[src/rtl/hub75_pkg.sv]
// rtl/hub75_pkg.sv - shared HUB75 receiver types, accumulator word layout and address packing
package hub75_pkg;
  localparam int DEF_NUM_ROWS = 16;
  localparam int DEF_PLANES   = 255;
  localparam int ROW_W        = 4;
  localparam int COL_W        = 6;
  localparam int NUM_CH       = 6;

  // Channel slice c of the accumulator word sits at [c*PIXEL_DEPTH +: PIXEL_DEPTH];
  // index c also equals the bit position of that channel in {rgb1, rgb2}.
  localparam int CH_UR = 5;
  localparam int CH_UG = 4;
  localparam int CH_UB = 3;
  localparam int CH_LR = 2;
  localparam int CH_LG = 1;
  localparam int CH_LB = 0;

  typedef enum logic [1:0] {
    ST_IDLE,
    ST_ACC,
    ST_DONE
  } rx_state_t;

  function automatic logic [ROW_W+COL_W-1:0] acc_pack(input logic [ROW_W-1:0] row,
                                                      input logic [COL_W-1:0] col);
    return {row, col};
  endfunction
endpackage

[src/rtl/hub75_rx_capture.sv]
// rtl/hub75_rx_capture.sv - panel clock/latch edge detection, shift buffer and hold buffer
module hub75_rx_capture
  import hub75_pkg::*;
#(
  parameter int IMG_WIDTH      = 64,
  parameter int IMG_WIDTH_LOG2 = COL_W
) (
  input  logic                             i_clk,
  input  logic                             i_rst,
  input  logic                             i_panel_clk,
  input  logic                             i_panel_lat,
  input  logic [2:0]                       i_rgb1,
  input  logic [2:0]                       i_rgb2,
  input  logic [ROW_W-1:0]                 i_led_addr,
  input  logic                             i_busy,
  output logic [IMG_WIDTH-1:0][NUM_CH-1:0] o_hold,
  output logic [ROW_W-1:0]                 o_row,
  output logic                             o_latch,
  output logic                             o_err
);
  localparam logic [IMG_WIDTH_LOG2:0] COL_FULL = (IMG_WIDTH_LOG2+1)'(IMG_WIDTH);

  logic                             r_clk_prev;
  logic                             r_lat_prev;
  logic [IMG_WIDTH-1:0][NUM_CH-1:0] r_shift;
  logic [IMG_WIDTH-1:0][NUM_CH-1:0] r_hold;
  logic [IMG_WIDTH_LOG2:0]          r_col;
  logic [ROW_W-1:0]                 r_row;
  logic                             r_latch;
  logic                             r_err;
  logic                             w_clk_rise;
  logic                             w_lat_rise;
  logic                             w_lat_take;
  logic                             w_col_full;

  assign w_clk_rise = i_panel_clk & ~r_clk_prev;
  assign w_lat_rise = i_panel_lat & ~r_lat_prev;
  assign w_lat_take = w_lat_rise & ~i_busy;
  assign w_col_full = (r_col == COL_FULL);

  always_ff @(posedge i_clk or posedge i_rst) begin
    if (i_rst) begin
      r_clk_prev <= 1'b0;
      r_lat_prev <= 1'b0;
      r_shift    <= '0;
      r_hold     <= '0;
      r_col      <= '0;
      r_row      <= '0;
      r_latch    <= 1'b0;
      r_err      <= 1'b0;
    end else begin
      r_clk_prev <= i_panel_clk;
      r_lat_prev <= i_panel_lat;
      r_latch    <= w_lat_take;
      r_err      <= (w_lat_rise & i_busy) | (w_clk_rise & w_col_full & ~w_lat_take);
      // A shift coinciding with an accepted latch starts the next row at column 0.
      if (w_lat_take) begin
        r_hold  <= r_shift;
        r_row   <= i_led_addr;
        r_shift <= '0;
        r_col   <= '0;
        if (w_clk_rise) begin
          r_shift[0] <= {i_rgb1, i_rgb2};
          r_col      <= (IMG_WIDTH_LOG2+1)'(1);
        end
      end else if (w_clk_rise && !w_col_full) begin
        r_shift[r_col[IMG_WIDTH_LOG2-1:0]] <= {i_rgb1, i_rgb2};
        r_col <= r_col + (IMG_WIDTH_LOG2+1)'(1);
      end
    end
  end

  assign o_hold  = r_hold;
  assign o_row   = r_row;
  assign o_latch = r_latch;
  assign o_err   = r_err;
endmodule

[src/rtl/hub75_rx.sv]
// rtl/hub75_rx.sv - HUB75 receiver top: plane accumulation FSM and accumulator RAM port
// Optional HUB75_RX_SATURATE_EN: per-channel adds clamp at full scale instead of wrapping.
module hub75_rx
  import hub75_pkg::*;
#(
  parameter int PIXEL_DEPTH    = 8,
  parameter int IMG_WIDTH      = 64,
  parameter int IMG_WIDTH_LOG2 = COL_W,
  parameter int NUM_ROWS       = DEF_NUM_ROWS,
  parameter int PLANES         = DEF_PLANES,
  parameter int DATA_WIDTH     = 6 * PIXEL_DEPTH
) (
  input  logic                            clk_in,
  input  logic                            rst,
  input  logic                            panel_clk,
  input  logic                            panel_lat,
  input  logic                            panel_oe,
  input  logic [2:0]                      rgb1,
  input  logic [2:0]                      rgb2,
  input  logic [ROW_W-1:0]                led_addr,
  output logic [ROW_W+IMG_WIDTH_LOG2-1:0] acc_addr,
  output logic                            acc_we,
  output logic [DATA_WIDTH-1:0]           acc_wdata,
  input  logic [DATA_WIDTH-1:0]           acc_rdata,
  output logic                            frame_done,
  output logic                            busy,
  output logic                            overrun
);
  localparam int SUB_W = IMG_WIDTH_LOG2 + 1;
  localparam int CNT_W = $clog2(PLANES * NUM_ROWS + 1);
  localparam logic [SUB_W-1:0] SUB_LAST  = SUB_W'(2 * IMG_WIDTH - 1);
  localparam logic [CNT_W-1:0] CNT_LAST  = CNT_W'(PLANES * NUM_ROWS - 1);
  localparam logic [CNT_W-1:0] CNT_FIRST = CNT_W'(NUM_ROWS);

  rx_state_t                        r_state;
  logic [SUB_W-1:0]                 r_sub;
  logic [CNT_W-1:0]                 r_lat_cnt;
  logic                             r_first;
  logic                             r_busy;
  logic                             r_frame_done;
  logic                             r_overrun;
  logic                             r_we;
  logic [ROW_W+IMG_WIDTH_LOG2-1:0]  r_addr;
  logic [IMG_WIDTH-1:0][NUM_CH-1:0] w_hold;
  logic [ROW_W-1:0]                 w_row;
  logic                             w_latch;
  logic                             w_err;
  logic [SUB_W-1:0]                 w_sub_nxt;
  logic [NUM_CH-1:0]                w_hold_col;
  logic [DATA_WIDTH-1:0]            w_wdata;

  hub75_rx_capture #(
    .IMG_WIDTH     (IMG_WIDTH),
    .IMG_WIDTH_LOG2(IMG_WIDTH_LOG2)
  ) u_capture (
    .i_clk      (clk_in),
    .i_rst      (rst),
    .i_panel_clk(panel_clk),
    .i_panel_lat(panel_lat),
    .i_rgb1     (rgb1),
    .i_rgb2     (rgb2),
    .i_led_addr (led_addr),
    .i_busy     (r_busy | w_latch),
    .o_hold     (w_hold),
    .o_row      (w_row),
    .o_latch    (w_latch),
    .o_err      (w_err)
  );

  function automatic logic [PIXEL_DEPTH-1:0] ch_add(input logic [PIXEL_DEPTH-1:0] a,
                                                    input logic b);
`ifdef HUB75_RX_SATURATE_EN
    logic [PIXEL_DEPTH:0] s;
    s = {1'b0, a} + (PIXEL_DEPTH+1)'(b);
    return s[PIXEL_DEPTH] ? '1 : s[PIXEL_DEPTH-1:0];
`else
    return a + PIXEL_DEPTH'(b);
`endif
  endfunction

  assign w_sub_nxt = r_sub + SUB_W'(1);

  // Write data follows the read issued on the same address one cycle earlier.
  always_comb begin
    w_hold_col = w_hold[r_addr[IMG_WIDTH_LOG2-1:0]];
    w_wdata    = '0;
    if (r_we) begin
      for (int c = CH_LB; c <= CH_UR; c++) begin
        w_wdata[c*PIXEL_DEPTH +: PIXEL_DEPTH] = r_first ? PIXEL_DEPTH'(w_hold_col[c])
            : ch_add(acc_rdata[c*PIXEL_DEPTH +: PIXEL_DEPTH], w_hold_col[c]);
      end
    end
  end

  always_ff @(posedge clk_in or posedge rst) begin
    if (rst) begin
      r_state      <= ST_IDLE;
      r_sub        <= '0;
      r_lat_cnt    <= '0;
      r_first      <= 1'b0;
      r_busy       <= 1'b0;
      r_frame_done <= 1'b0;
      r_overrun    <= 1'b0;
      r_we         <= 1'b0;
      r_addr       <= '0;
    end else begin
      r_frame_done <= 1'b0;
      r_overrun    <= r_overrun | w_err;
      case (r_state)
        ST_IDLE: begin
          if (w_latch) begin
            r_state <= ST_ACC;
            r_busy  <= 1'b1;
            r_sub   <= '0;
            r_first <= (r_lat_cnt < CNT_FIRST);
            r_addr  <= acc_pack(w_row, '0);
            r_we    <= 1'b0;
          end
        end
        ST_ACC: begin
          if (r_sub == SUB_LAST) begin
            r_state <= ST_DONE;
            r_addr  <= '0;
            r_we    <= 1'b0;
          end else begin
            r_sub  <= w_sub_nxt;
            r_addr <= acc_pack(w_row, w_sub_nxt[IMG_WIDTH_LOG2:1]);
            r_we   <= w_sub_nxt[0];
          end
        end
        ST_DONE: begin
          r_state <= ST_IDLE;
          r_busy  <= 1'b0;
          if (r_lat_cnt == CNT_LAST) begin
            r_lat_cnt    <= '0;
            r_frame_done <= 1'b1;
          end else begin
            r_lat_cnt <= r_lat_cnt + CNT_W'(1);
          end
        end
        default: r_state <= ST_IDLE;
      endcase
    end
  end

  assign acc_addr   = r_addr;
  assign acc_we     = r_we;
  assign acc_wdata  = w_wdata;
  assign frame_done = r_frame_done;
  assign busy       = r_busy;
  assign overrun    = r_overrun;
endmodule

[config.mk]
export PLATFORM = sky130hd
export DESIGN_NAME = hub75_rx
export DESIGN_NICKNAME = d
export VERILOG_FILES = /design/src/rtl/hub75_pkg.sv /design/src/rtl/hub75_rx_capture.sv /design/src/rtl/hub75_rx.sv
export SDC_FILE = /design/constraint.sdc
export NUM_CORES = 2
export LEC_CHECK = 0
export ABC_AREA = 0
export ABC_CLOCK_PERIOD_IN_PS = 25200
export BUFFER_PORTS_ARGS = -buffer_cell sky130_fd_sc_hd__buf_2
export CAP_MARGIN = 40
export CELL_PAD_IN_SITES_DETAIL_PLACEMENT = 1
export CELL_PAD_IN_SITES_GLOBAL_PLACEMENT = 1
export CORE_ASPECT_RATIO = 2
export CORE_UTILIZATION = 33
export CTS_CLUSTER_SIZE = 40
export DETAILED_ROUTE_END_ITERATION = 6
export PLACE_DENSITY_LB_ADDON = 0.1
export SLEW_MARGIN = 20
export SYNTH_ARGS = -nofsm -noshare
export SYNTH_HDL_FRONTEND = slang
export SYNTH_SLANG_ARGS = --single-unit
[constraint.sdc]
create_clock -name clk_in -period 25.2 [get_ports clk_in]
set_input_delay 2.52 -clock clk_in [delete_from_list [all_inputs] [get_ports clk_in]]
set_output_delay 2.52 -clock clk_in [all_outputs]
set_load 0.03 [all_outputs]
==> impl_metrics.yaml <==
clock_network:
  numCtsBuffers: 81
  htreeDepth: 3
  clockBufferDepth: 3
  clk_latency_ns: 0.67
  clkSlewWorstSetupHoldPaths_ns: 0.06
  cts_resized: 0
  cts_root_buf: "clkbuf_16"
  cts_tree: "yes"
  clock_sinks: 819
  post_cts_buffers: 0
  postCtsHoldBufs: 0
synth:
  ys_seq_area_frac: 0.557
  synth_nets: 4069
  yosysUniqueCellTypes: 60
  yosysWarnings: 0
  yosys-top-cells-area: "dfrtp_1, nand2_1, mux4_2"
  synth-seq-cells: 819
  syn-instance-count: 3990
  synth.top_cells.by_count: "nand2_1, dfrtp_1, nand3_1, a21oi_1, clkbuf_1"
  synth_edf_count: 0
  async_flop_share: 1.00
  syn_area_per_cell_um2: 9.22
  syn-cell-area_mm2: 0.0368
  synth_most_common_cell: "nand2_1"
  synth_top_area_share: 0.557
  synth_top_flop_cell: "dfrtp_1"
  synth_area_leader_cell: "dfrtp_1"
global_routing:
  grt_use_met1: 0.245
  track_usage: 0.219
  busiest_layer: "met2"
  met3_usage: 0.0226
  grt_max_degree: 169
  met2_usage: 0.420
  grt_pass1_vias: 30300
  antenna_found_initial: 2
  grt_pass1_wl_um: 188000
  gr-total-overflow: 0
timing:
  period_minus_slack_ns: 8.48
  rsz0062_at_grt: "no"
  hold_viol: 0
  max_freq_mhz: 118
  slew_viol_final: 0
  worst_slew_pin_slew_ns: 1.05
  final-setup-viol-count: 0
  slew_headroom: 0.303
  timing.setup.tns_ns: 0
  skew_ns: 0.0161
  finalCritPeriodShare: 0.337
layout:
  seqCellArea_mm2: 0.0205
  fin_nets: 4075
  fillCellCount: 12600
  drive_gt1_frac: 0.123
  stdcell_area_mm2: 0.0420
  multiInputGateArea_mm2: 0.0152
  area_growth_syn_to_layout_pct: 14.3
power:
  intPower_mw: 2.37
  p_sw_mw: 1.17
  powerDensity_mw_per_mm2: 84.2
  irDropWorstVdd_v: 0.0000513
  p_leak_nw: 20.4
  switching_share: 0.332
  p_clk_frac: 0.360
  seq_power_share: 0.422
  power.share.combinational: 0.218
floorplanning:
  fp.dieArea_mm2: 0.113
  pin_count: 125
  core_area_mm2: 0.110
  start_util: 0.334
  die_h_um: 474
  die_w_um: 238
  rows: 172
setup_path:
  cp_max_fo: 28
  worst_setup_path_end_kind: "primary output"
  cp.arrival_ns: 5.96
  critPathLaunchType: "flip-flop"
  cp.required_ns: 22.68
  worstSetupPathType: "reg -> out"
routing:
  via_per_inst: 5.06
  dr.pass1.iters: 5
  wl_per_cell_um: 21.6
  remaining_drc_errors: 0
  postRouteAntennaNets: 0
  drt_iter0_drc: 1691
  num_vias: 28000
  wirelength_um: 119000
status:
  outcome: "finished clean"
placed_design:
  dp_hpwl_um: 77400
  place_area_mm2: 0.0392
  gp_congestion: 0.763
  port_buffers: 123
worst_hold_path:
  hp-class: "reg -> reg"
flow_run:
  cap_viol_max_count: 0
[path summary, 6_finish.rpt]
| kind | startpoint | end | slack [ns] | cells past startpoint |
|---|---|---|---|---|
| setup / recovery | acc_addr[0]$_DFFE_PP0P_ | acc_wdata[15] | 16.72 | 13 |
| hold / removal | u_capture.o_err$_DFF_PP0_ | overrun$_DFF_PP0_ | 0.45 | 1 |
| setup reg to reg | u_capture.o_latch$_DFF_PP0_ | u_capture.o_hold[306]$_DFFE_PP0P_ | 20.92 | 13 |
| hold reg to reg | u_capture.o_err$_DFF_PP0_ | overrun$_DFF_PP0_ | 0.45 | 1 |
| max in group asynchronous | rst | u_capture.o_hold[364]$_DFFE_PP0P_ | 20.22 | 8 |
| min in group asynchronous | rst | u_capture.o_hold[261]$_DFFE_PP0P_ | 1.86 | 2 |
[per-layer routing]
metal,part of all wire,vias to the layer above
li1,-,13200
met1,0.39,14400
met2,0.56,330
met3,0.021,159
met4,0.034,0
met5,0,-
[critical path, stage by stage, from the launching register on]
cell and delay (ns):
dfrtp_4 0.85, buf_4 0.53, buf_4 0.59, mux4_2 0.43
mux2i_1 0.13, a221oi_1 0.90, o21ai_0 0.61, nand2_1 0.19
ha_1 0.20, and3_1 0.23, nand3_1 0.11, xor2_1 0.15
nor2_1 0.07, buf_2 0.20
[cell type report]
type / count / share of cell area
Inverter: 11 / 0.00125
Antenna cell: 1 / 0.0000595
Timing Repair Buffer: 220 / 0.0410
Clock buffer: 127 / 0.0601
Multi-Input combinational cell: 2863 / 0.361
Sequential cell: 819 / 0.488
Tap cell: 1479 / 0.0440
Clock inverter: 18 / 0.00479
[kinds of logic after synthesis]
group                      after synthesis  share of synthesized area
AOI/OAI and AO/OA                      430                     0.0635
buffers and inverters                  308                     0.0342
DFF                                    819                      0.557
xor gates and xnor gates                54                     0.0129
adders and majority gates               16                    0.00544
muxes                                  217                     0.0870
and+or+nand+nor                       2146                      0.240
[flip-flops by register name, indices dropped and copies added, names as in the netlist]
register and count:
r_state 2, r_first 1, u_capture.o_err 1, u_capture.o_row 4, acc_addr 10, overrun 1
u_capture.o_hold 384, u_capture.r_shift 384, frame_done 1, u_capture.r_clk_prev 1, acc_we 1, u_capture.r_col 7
u_capture.r_lat_prev 1, r_sub 7, u_capture.o_latch 1, busy 1, r_lat_cnt 12
[placed cells by master, fill, tap and decap left out, types with 4 or more instances in the layout]
| cell | netlist | final |
|---|---|---|
| or2_2 | 7 | 7 |
| bufinv_16 | 0 | 4 |
| clkbuf_1 | 234 | 19 |
| nand2b_1 | 6 | 6 |
| clkbuf_8 | 0 | 22 |
| nor4_4 | 3 | 7 |
| nand3_1 | 340 | 339 |
| nor3_2 | 1 | 6 |
| nor3_4 | 2 | 4 |
| inv_1 | 7 | 5 |
| nor2_1 | 147 | 146 |
| xor2_1 | 31 | 31 |
| nor3_1 | 11 | 4 |
| nor4_1 | 4 | 4 |
| a21oi_1 | 321 | 321 |
| a221oi_1 | 6 | 6 |
| mux2_2 | 24 | 24 |
| a22oi_1 | 4 | 4 |
| clkbuf_16 | 0 | 86 |
| buf_12 | 0 | 10 |
| nor2b_1 | 10 | 10 |
| clkinv_2 | 0 | 13 |
| nand2_1 | 1568 | 1568 |
| a221o_1 | 7 | 7 |
| mux4_2 | 80 | 80 |
| a31oi_1 | 6 | 6 |
| and2_1 | 7 | 7 |
| o21ai_0 | 52 | 51 |
| buf_4 | 11 | 78 |
| buf_16 | 0 | 12 |
| mux2i_1 | 113 | 113 |
| buf_2 | 26 | 119 |
| o22ai_1 | 5 | 5 |
| xnor2_1 | 23 | 23 |
| o221ai_1 | 4 | 4 |
| and3_1 | 19 | 18 |
| dfrtp_1 | 819 | 816 |
| ha_1 | 16 | 16 |
[per-stage QoR]
step,worst slack (ns),cells,total power [mW],utilization,hold WS (ns)
finish,16.72,5538,3.54,0.382,0.447
global route,16.60,5538,3.71,0.382,0.464
CTS,16.69,5534,3.61,0.381,0.453
detailed placement,17.45,5389,2.31,0.356,0.432
global placement,17.45,5367,2.29,0.352,0.433
floorplan,11.43,3990,1.99,-,0.413
[power by group through the flow]
stage          sequential (mW)  combinational (mW)  clock [mW]
3_3_place_gp              1.52               0.771           0
6_report                  1.49               0.772        1.28
5_1_grt                   1.51               0.838        1.36
4_1_cts                   1.50               0.791        1.32
2_1_floorplan             1.48               0.513           0
3_5_place_dp              1.52               0.790           0
(Power assumes the default switching activity.)
